[src/rtl/wb_stage_pkg.sv]
// wb_stage_pkg: shared definitions for the write-back stage and its CP0 block.
// CP0 addresses are {rd[4:0], sel[2:0]}. The optional timer is enabled by the
// CP0_TIMER_EN macro (see wb_stage_cp0_regfile.sv).
package wb_stage_pkg;

    localparam int MS_TO_WS_BUS_WD = 125;
    localparam int WS_FWD_BUS_WD   = 42;

    // CP0 register addresses as {rd, sel}
    localparam logic [7:0] CR_BADVADDR = {5'd8,  3'd0};
    localparam logic [7:0] CR_COUNT    = {5'd9,  3'd0};
    localparam logic [7:0] CR_COMPARE  = {5'd11, 3'd0};
    localparam logic [7:0] CR_STATUS   = {5'd12, 3'd0};
    localparam logic [7:0] CR_CAUSE    = {5'd13, 3'd0};
    localparam logic [7:0] CR_EPC      = {5'd14, 3'd0};

    // Exception codes
    localparam logic [4:0] EXC_INT  = 5'd0;
    localparam logic [4:0] EXC_ADEL = 5'd4;
    localparam logic [4:0] EXC_ADES = 5'd5;
    localparam logic [4:0] EXC_SYS  = 5'd8;

    // Memory-to-writeback bus, MSB first
    typedef struct packed {
        logic        tlbwi;
        logic        tlbr;
        logic [31:0] badvaddr;
        logic        eret;
        logic        mtc0;
        logic        mfc0;
        logic [4:0]  rd;
        logic [2:0]  sel;
        logic        bd;
        logic        ex;
        logic [4:0]  excode;
        logic [3:0]  rf_we;
        logic [4:0]  dest;
        logic [31:0] result;
        logic [31:0] pc;
    } ms_bus_t;

    // Address-error exceptions are the only ones that record BadVAddr
    function automatic logic is_addr_exc(input logic [4:0] code);
        return (code == EXC_ADEL) || (code == EXC_ADES);
    endfunction

endpackage

[src/rtl/wb_stage_if.sv]
// wb_stage_if: memory-stage to write-back-stage handshake.
// A transfer happens on a rising clk edge where ms_to_ws_valid && ws_allowin;
// ms_to_ws_bus must be stable whenever ms_to_ws_valid is high, and the
// write-back stage never stalls, so ws_allowin is held at 1.
interface wb_stage_if;
    import wb_stage_pkg::*;

    logic                       ms_to_ws_valid;
    logic [MS_TO_WS_BUS_WD-1:0] ms_to_ws_bus;
    logic                       ws_allowin;

    modport master (output ms_to_ws_valid, output ms_to_ws_bus, input ws_allowin);
    modport slave  (input ms_to_ws_valid, input ms_to_ws_bus, output ws_allowin);
endinterface

[src/rtl/wb_stage_cp0_regfile.sv]
// cp0_regfile: CP0 Status/Cause/EPC/BadVAddr/Count/Compare, read mux and
// interrupt-pending logic. Defining CP0_TIMER_EN adds the Count/Compare timer
// (Count ticks every second cycle, TI raises IP7); otherwise Count and
// Compare are plain registers and TI is tied low.
module cp0_regfile
    import wb_stage_pkg::*;
(
    input  logic        clk,
    input  logic        reset,
    input  logic        ex,
    input  logic        eret,
    input  logic        mtc0,
    input  logic [7:0]  addr,
    input  logic [31:0] wdata,
    input  logic [31:0] pc,
    input  logic        bd,
    input  logic [4:0]  excode,
    input  logic [31:0] badvaddr,
    input  logic [5:0]  ext_int,
    output logic [31:0] rdata,
    output logic [31:0] epc,
    output logic        int_pending
);

    logic [7:0]  status_im;
    logic        status_exl;
    logic        status_ie;
    logic        cause_bd;
    logic        cause_ti;
    logic [5:0]  cause_ip_hw;
    logic [1:0]  cause_ip_sw;
    logic [4:0]  cause_exccode;
    logic [31:0] epc_q;
    logic [31:0] badvaddr_q;
    logic [31:0] count_q;
    logic [31:0] compare_q;
    logic [7:0]  cause_ip;

    logic wr_status, wr_cause, wr_epc, wr_count, wr_compare;
    assign wr_status  = mtc0 && (addr == CR_STATUS);
    assign wr_cause   = mtc0 && (addr == CR_CAUSE);
    assign wr_epc     = mtc0 && (addr == CR_EPC);
    assign wr_count   = mtc0 && (addr == CR_COUNT);
    assign wr_compare = mtc0 && (addr == CR_COMPARE);

    // IP7 also carries the timer interrupt
    assign cause_ip = {cause_ip_hw[5] | cause_ti, cause_ip_hw[4:0], cause_ip_sw};

    // Status: software writes IM/EXL/IE; exception entry sets EXL, ERET clears it
    always_ff @(posedge clk) begin
        if (reset) begin
            status_im  <= 8'h00;
            status_exl <= 1'b0;
            status_ie  <= 1'b0;
        end else begin
            if (wr_status) begin
                status_im  <= wdata[15:8];
                status_exl <= wdata[1];
                status_ie  <= wdata[0];
            end
            if (ex)
                status_exl <= 1'b1;
            else if (eret)
                status_exl <= 1'b0;
        end
    end

    // Cause: hardware lines sampled every cycle, IP[1:0] software-writable,
    // BD only recorded when not already inside an exception handler
    always_ff @(posedge clk) begin
        if (reset) begin
            cause_bd      <= 1'b0;
            cause_ip_hw   <= 6'd0;
            cause_ip_sw   <= 2'd0;
            cause_exccode <= 5'd0;
        end else begin
            cause_ip_hw <= ext_int;
            if (wr_cause)
                cause_ip_sw <= wdata[9:8];
            if (ex) begin
                if (!status_exl)
                    cause_bd <= bd;
                cause_exccode <= excode;
            end
        end
    end

    // EPC and BadVAddr; BadVAddr ignores mtc0
    always_ff @(posedge clk) begin
        if (reset) begin
            epc_q      <= 32'd0;
            badvaddr_q <= 32'd0;
        end else begin
            if (ex && !status_exl)
                epc_q <= bd ? (pc - 32'd4) : pc;
            else if (wr_epc)
                epc_q <= wdata;
            if (ex && is_addr_exc(excode))
                badvaddr_q <= badvaddr;
        end
    end

`ifdef CP0_TIMER_EN
    logic        tick_q;
    logic [31:0] count_inc;
    assign count_inc = count_q + 32'd1;

    // Timer: Count advances on every other cycle; a software write wins
    // over the tick, and a Compare write wins over a match
    always_ff @(posedge clk) begin
        if (reset) begin
            tick_q    <= 1'b0;
            count_q   <= 32'd0;
            compare_q <= 32'd0;
            cause_ti  <= 1'b0;
        end else begin
            tick_q <= ~tick_q;
            if (wr_count)
                count_q <= wdata;
            else if (tick_q)
                count_q <= count_inc;
            if (wr_compare) begin
                compare_q <= wdata;
                cause_ti  <= 1'b0;
            end else if (tick_q && (count_inc == compare_q)) begin
                cause_ti <= 1'b1;
            end
        end
    end
`else
    assign cause_ti = 1'b0;

    // Count/Compare as plain software registers
    always_ff @(posedge clk) begin
        if (reset) begin
            count_q   <= 32'd0;
            compare_q <= 32'd0;
        end else begin
            if (wr_count)
                count_q <= wdata;
            if (wr_compare)
                compare_q <= wdata;
        end
    end
`endif

    // Read mux; unmapped addresses return 0, BEV reads as 1
    always_comb begin
        rdata = 32'd0;
        case (addr)
            CR_STATUS:   rdata = {9'd0, 1'b1, 6'd0, status_im, 6'd0, status_exl, status_ie};
            CR_CAUSE:    rdata = {cause_bd, cause_ti, 14'd0, cause_ip, 1'b0, cause_exccode, 2'd0};
            CR_EPC:      rdata = epc_q;
            CR_BADVADDR: rdata = badvaddr_q;
            CR_COUNT:    rdata = count_q;
            CR_COMPARE:  rdata = compare_q;
            default:     rdata = 32'd0;
        endcase
    end

    assign epc         = epc_q;
    assign int_pending = status_ie && !status_exl && |(cause_ip & status_im);

endmodule

[src/rtl/wb_stage.sv]
// wb_stage: write-back stage. Retires one instruction per cycle, writes the
// register file, commits CP0 updates and raises flush/redirect on exception,
// interrupt or ERET. The CP0 timer is built in when CP0_TIMER_EN is defined.
module wb_stage
    import wb_stage_pkg::ms_bus_t, wb_stage_pkg::WS_FWD_BUS_WD, wb_stage_pkg::EXC_INT;
#(
    parameter logic [31:0] EXC_VECTOR      = 32'hBFC0_0380,
    parameter int          MS_TO_WS_BUS_WD = 125
) (
    input  logic                     clk,
    input  logic                     reset,
    wb_stage_if.slave                ms_if,
    input  logic [5:0]               ext_int,
    output logic [3:0]               rf_we,
    output logic [4:0]               rf_waddr,
    output logic [31:0]              rf_wdata,
    output logic [WS_FWD_BUS_WD-1:0] ws_fwd_bus,
    output logic                     flush,
    output logic [31:0]              flush_pc,
    output logic                     tlbwi_req,
    output logic                     tlbr_req,
    output logic [31:0]              debug_wb_pc,
    output logic [3:0]               debug_wb_rf_wen,
    output logic [4:0]               debug_wb_rf_wnum,
    output logic [31:0]              debug_wb_rf_wdata
);

    logic                       ws_valid;
    logic [MS_TO_WS_BUS_WD-1:0] bus_q;
    ms_bus_t                    bus;
    logic                       int_pending;
    logic                       int_take;
    logic                       ws_ex;
    logic                       ws_eret;
    logic                       ws_mtc0;
    logic [4:0]                 ws_excode;
    logic [31:0]                cp0_rdata;
    logic [31:0]                cp0_epc;

    assign bus = ms_bus_t'(bus_q);

    // Never stalls
    assign ms_if.ws_allowin = 1'b1;

    // Valid bit: a flush kills whatever the memory stage offers this cycle
    always_ff @(posedge clk) begin
        if (reset)
            ws_valid <= 1'b0;
        else if (flush)
            ws_valid <= 1'b0;
        else
            ws_valid <= ms_if.ms_to_ws_valid;
    end

    // Stage payload register
    always_ff @(posedge clk) begin
        if (reset)
            bus_q <= '0;
        else if (ms_if.ms_to_ws_valid && ms_if.ws_allowin)
            bus_q <= ms_if.ms_to_ws_bus;
    end

    assign int_take  = ws_valid && int_pending;
    assign ws_ex     = ws_valid && (bus.ex || int_take);
    assign ws_eret   = ws_valid && bus.eret && !ws_ex;
    assign ws_mtc0   = ws_valid && bus.mtc0 && !ws_ex;
    assign ws_excode = bus.ex ? bus.excode : EXC_INT;

    cp0_regfile u_cp0 (
        .clk         (clk),
        .reset       (reset),
        .ex          (ws_ex),
        .eret        (ws_eret),
        .mtc0        (ws_mtc0),
        .addr        ({bus.rd, bus.sel}),
        .wdata       (bus.result),
        .pc          (bus.pc),
        .bd          (bus.bd),
        .excode      (ws_excode),
        .badvaddr    (bus.badvaddr),
        .ext_int     (ext_int),
        .rdata       (cp0_rdata),
        .epc         (cp0_epc),
        .int_pending (int_pending)
    );

    assign flush    = ws_valid && (ws_ex || bus.eret);
    assign flush_pc = ws_ex ? EXC_VECTOR : cp0_epc;

    assign rf_we     = (ws_valid && !ws_ex) ? bus.rf_we : 4'd0;
    assign rf_waddr  = bus.dest;
    assign rf_wdata  = bus.mfc0 ? cp0_rdata : bus.result;
    assign tlbwi_req = ws_valid && !ws_ex && bus.tlbwi;
    assign tlbr_req  = ws_valid && !ws_ex && bus.tlbr;

    assign ws_fwd_bus = {ws_valid, rf_we, rf_waddr, rf_wdata};

    assign debug_wb_pc       = bus.pc;
    assign debug_wb_rf_wen   = rf_we;
    assign debug_wb_rf_wnum  = rf_waddr;
    assign debug_wb_rf_wdata = rf_wdata;

endmodule

[src/flat_wrapper.sv]
// flat-port wrapper written by rule: the top's interface ports become plain ports
module wb_stage_flat import wb_stage_pkg::ms_bus_t, wb_stage_pkg::WS_FWD_BUS_WD, wb_stage_pkg::EXC_INT;
#(
    parameter logic [31:0] EXC_VECTOR      = 32'hBFC0_0380,
    parameter int          MS_TO_WS_BUS_WD = 125
)
  (clk, reset, ext_int, rf_we, rf_waddr, rf_wdata, ws_fwd_bus, flush, flush_pc, tlbwi_req, tlbr_req, debug_wb_pc, debug_wb_rf_wen, debug_wb_rf_wnum, debug_wb_rf_wdata, ms_if_ms_to_ws_valid, ms_if_ms_to_ws_bus, ms_if_ws_allowin);
  wb_stage_if ms_if_i ();
  input  logic clk;
  input  logic reset;
  input  logic [5:0] ext_int;
  output logic [3:0] rf_we;
  output logic [4:0] rf_waddr;
  output logic [31:0] rf_wdata;
  output logic [WS_FWD_BUS_WD-1:0] ws_fwd_bus;
  output logic flush;
  output logic [31:0] flush_pc;
  output logic tlbwi_req;
  output logic tlbr_req;
  output logic [31:0] debug_wb_pc;
  output logic [3:0] debug_wb_rf_wen;
  output logic [4:0] debug_wb_rf_wnum;
  output logic [31:0] debug_wb_rf_wdata;
  input wire logic [$bits(ms_if_i.ms_to_ws_valid)-1:0] ms_if_ms_to_ws_valid;
  input wire logic [$bits(ms_if_i.ms_to_ws_bus)-1:0] ms_if_ms_to_ws_bus;
  output wire logic [$bits(ms_if_i.ws_allowin)-1:0] ms_if_ws_allowin;
  assign ms_if_i.ms_to_ws_valid = ms_if_ms_to_ws_valid;
  assign ms_if_i.ms_to_ws_bus = ms_if_ms_to_ws_bus;
  assign ms_if_ws_allowin = ms_if_i.ws_allowin;
  wb_stage #(.EXC_VECTOR(EXC_VECTOR), .MS_TO_WS_BUS_WD(MS_TO_WS_BUS_WD)) u_core (.clk(clk), .reset(reset), .ms_if(ms_if_i), .ext_int(ext_int), .rf_we(rf_we), .rf_waddr(rf_waddr), .rf_wdata(rf_wdata), .ws_fwd_bus(ws_fwd_bus), .flush(flush), .flush_pc(flush_pc), .tlbwi_req(tlbwi_req), .tlbr_req(tlbr_req), .debug_wb_pc(debug_wb_pc), .debug_wb_rf_wen(debug_wb_rf_wen), .debug_wb_rf_wnum(debug_wb_rf_wnum), .debug_wb_rf_wdata(debug_wb_rf_wdata));
endmodule
[config.mk]
export PLATFORM = sky130hd
export DESIGN_NAME = wb_stage_flat
export DESIGN_NICKNAME = d
export VERILOG_FILES = /design/src/rtl/wb_stage_pkg.sv /design/src/rtl/wb_stage_if.sv /design/src/rtl/wb_stage_cp0_regfile.sv /design/src/rtl/wb_stage.sv /design/src/flat_wrapper.sv
export SDC_FILE = /design/constraint.sdc
export NUM_CORES = 1
export LEC_CHECK = 0
export ABC_AREA = 1
export CORE_ASPECT_RATIO = 0.9
export CORE_MARGIN = 4
export CORE_UTILIZATION = 30
export CTS_CLUSTER_SIZE = 40
export DETAILED_ROUTE_END_ITERATION = 12
export GPL_TIMING_DRIVEN = 0
export HOLD_SLACK_MARGIN = 0.03
export PLACE_DENSITY = 0.52
export SLEW_MARGIN = 20
export SYNTH_ARGS = -nofsm -noshare
export SYNTH_HDL_FRONTEND = slang
export SYNTH_SLANG_ARGS = --single-unit
[constraint.sdc]
create_clock -name clk -period 5 [get_ports clk]
set_input_delay 1 -clock clk [delete_from_list [all_inputs] [get_ports clk]]
set_output_delay 1 -clock clk [all_outputs]
set_load 0.01 [all_outputs]
==> flow_summary_export.csv <==
group,metric,value,unit
timing,fin_crit,4.80,ns
floorplan,die_area,47700,sq um
yosys,syn_nets,2070,
yosys,ys_ff_latch,278,
timing,worst_pin_slew,0.914,ns
cts,cts-root-buf,"clkbuf_16",
cts,cts_tree,"built",
cts,clk_path_buf_depth,3,
critical_path,r2r-end,"u_core.u_cp0.epc[28]",
place,gp_congestion,0.949,
cts,numCtsBuffers,35,
timing,setup-tns-final,0,ns
detailed_routing,avgRoutedWirePerCell,19.8,microns
critical_path,cp.required,4.00,ns
detailed_routing,vias,14400,
detailed_routing,post_drt_via_cell_ratio,4.95,
grt,top_usage_layer,"met2",
place,numPortBuffers,322,
floorplan,core,43300,sq um
grt,grt_max_degree,12,
cells_and_area,multiInputGateArea,5660,sq um
yosys,netlist_top_cells_area,"dfxtp_1, o21ai_0, nand2_1, a21oi_1, buf_4",
floorplan,ioPinCount,326,
cts,cts_resized,0,
grt,antenna_found_initial,0,
power,ir_drop,0.185,mV
timing,rsz0062_at_grt,"false",
power,p_per_area,312,nW/um^2
detailed_routing,dr.pass1.iters,6,
place,place_ws,0.740,ns
hold_path,hp-start,"u_core.u_cp0.badvaddr_q[2]",
cells_and_area,nets,2429,
timing,period_share,96.1,%
yosys,yosys.area.top_type,"dfxtp_1",
yosys,synthFlopType,"dfxtp_1",
critical_path,reg2reg_from,"u_core.bus[2]",
grt,grt_pass1_vias,14100,
timing,hold_viol_final,0,
cells_and_area,area_growth,38.2,%
cells_and_area,final_area,18400,sq um
yosys,async_flop_share,0,%
timing,max_freq,208,MHz
detailed_routing,drtIter0Drc,1192,
yosys,syn_area,13300,sq um
floorplan,rows,72,
cells_and_area,fin_util,42.3,%
hold_path,whs_path_depth,2,
floorplan,start_util,30.6,%
cells_and_area,finalNonFillerCells,2907,
critical_path,critPathMaxFanout,10,
place,dp_hpwl,44.9,mm
timing,setup_viol,0,
grt,grtUsageMet1,32.2,%
job,maxCapViolCount,0,
cts,clk_pin_slew,0.06,ns
cts,htree_levels,2,
yosys,synth_cell_type_count,35,
cells_and_area,drive_above_1_share,9.29,%
detailed_routing,totalWireLength,57.5,mm
floorplan,die_h,208,microns
yosys,syn_avg_cell_area,6.86,sq um
grt,grt_pass1_wl,85.8,mm
timing,drv_slew,0,
timing,skew,0.0203,ns
cts,post-cts-setup-buffer-count,0,
hold_path,hp-class,"flop to flop",
timing,post-route-worst-setup-slack,0.195,ns
grt,grt_use_met2,37.2,%
cts,insertion_delay,0.53,ns
yosys,synth_common_cells,"nand2_1, o21ai_0, dfxtp_1",
yosys,yosys.area.top_type_share,41.9,%
critical_path,r2r_slack,2.52,ns
yosys,synth-edff-count,0,
yosys,synth_cells,1935,
critical_path,r2r_cells,14,
detailed_routing,remaining_drc_errors,0,
cells_and_area,regArea,5570,sq um
cts,cts_hold_buffers,0,
critical_path,critPathLaunchType,"flop",
grt,grt.overflow.total,0,
hold_path,hold_end,"u_core.u_cp0.badvaddr_q[2]",
cells_and_area,n_antenna_cell,0,
place,dp_cells,2849,
yosys,synth.most_common_cell,"nand2_1",
outcome,outcome,"finished, final reports clean",
cts,cts.sinks,278,
grt,grt_use_total,23.1,%
critical_path,path_class,"flop to output port",
yosys,ys_seq_area_share,41.9,%
cells_and_area,nFillCells,4571,
detailed_routing,ant_nets,0,
floorplan,die_w,230,microns
timing,relSlewSlack,39.0,%
place,placed_cell_area,17200,sq um
critical_path,worstSetupEndpointType,"output port",
grt,grtUsageMet3,3.83,%
yosys,ys.warnings.count,0,
power,leakagePower,0.00745,uW
critical_path,arrival,3.80,ns
==> critical path, stage by stage, from the launching register on <==
cell and delay, ns:
dfxtp_1 0.30, nor2_1 0.20, nand2_1 0.07, nor2_1 0.18, nand2_1 0.33, inv_1 0.31
buf_2 0.34, nand2_1 0.11, nand2_1 0.09, nor3_1 0.05, o21ai_0 0.53, buf_4 0.21
clkdlybuf4s50_1 0.53
==> state kept, by name, summed over array words and instances, names as in the netlist <==
| name | cells |
|---|---|
| u_core.u_cp0.cause_ip_sw | 2 |
| u_core.u_cp0.epc | 32 |
| u_core.ws_valid | 1 |
| u_core.bus | 125 |
| u_core.u_cp0.cause_ip_hw | 6 |
| u_core.u_cp0.status_exl | 1 |
| u_core.u_cp0.count_q | 32 |
| u_core.u_cp0.compare_q | 32 |
| u_core.u_cp0.status_im | 8 |
| u_core.u_cp0.status_ie | 1 |
| u_core.u_cp0.cause_exccode | 5 |
| u_core.u_cp0.cause_bd | 1 |
| u_core.u_cp0.badvaddr_q | 32 |
==> per-stage QoR <==
step                hold slack (ns)  total power (uW)
floorplan                     0.424              2810
global route                  0.477              5920
detailed placement            0.441              3290
global placement              0.441              3280
CTS                           0.450              5750
finish                        0.446              5720
==> per-layer routing <==
layer / share of wire [%] / wire length [microns] / up-vias
li1: - / - / 6892
met1: 45 / 25900 / 6815
met2: 45 / 25800 / 611
met3: 7.2 / 4140 / 85
met4: 2.8 / 1630 / 0
met5: 0 / 0 / -
==> power breakdown <==
part           leakage, uW  internal [uW]  switching [uW]  total [uW]
registers          0.00227           2300            68.9        2370
clock network     0.000546           1480             991        2470
logic              0.00463            424             452         876
==> logic make-up (layout without fill, tap and decap cells) <==
group | Yosys count | after routing | share of synthesized area [%]
flops | 278 | 278 | 41.9
other cells | 1 | 1 | 0.0282
fa+ha+maj | 1 | 1 | 0.0942
buf+inv | 418 | 798 | 15.5
compound gates | 565 | 565 | 21.8
simple gates | 663 | 663 | 20.0
xor+xnor | 9 | 9 | 0.594
==> layout make-up <==
| cell class | instances | area share (%) |
|---|---|---|
| Sequential cell | 278 | 30.3 |
| Tap cell | 592 | 4.04 |
| Clock inverter | 7 | 0.348 |
| Multi-Input combinational cell | 1239 | 30.8 |
| Inverter | 180 | 3.68 |
| Clock buffer | 51 | 5.66 |
| Timing Repair Buffer | 322 | 17.6 |
| Buffer | 238 | 7.54 |
==> worst max path at each step <==
stage          slack, ns              to            from  cells past startpoint
6_report            0.20  ws_fwd_bus[14]  u_core.bus[80]                     12
5_1_grt             0.03  ws_fwd_bus[14]  u_core.bus[80]                     12
4_1_cts             0.17  ws_fwd_bus[14]  u_core.bus[80]                     12
3_5_place_dp        0.74  ws_fwd_bus[14]  u_core.bus[80]                     12
3_3_place_gp        0.79  ws_fwd_bus[14]  u_core.bus[80]                     12
2_1_floorplan       2.20    rf_wdata[14]  u_core.bus[80]                     11
==> layout by cell type, fill, tap and decap left out, drive strengths merged, types with 2 or more instances in the layout <==
cell type / Yosys / final
clkbuf: 84 / 135
buf: 154 / 154
o22a: 2 / 2
o22ai: 19 / 19
clkdlybuf4s50: 0 / 322
nand4: 18 / 18
nand2: 354 / 354
o21ai: 308 / 308
a21oi: 223 / 223
inv: 180 / 180
clkinv: 0 / 6
xor2: 9 / 9
a22oi: 2 / 2
o211ai: 5 / 5
or2: 2 / 2
o221ai: 2 / 2
nor3: 11 / 11
nand3: 55 / 55
nor2: 222 / 222
dfxtp: 278 / 278
No activity file was read; power rests on OpenSTA's default activity.
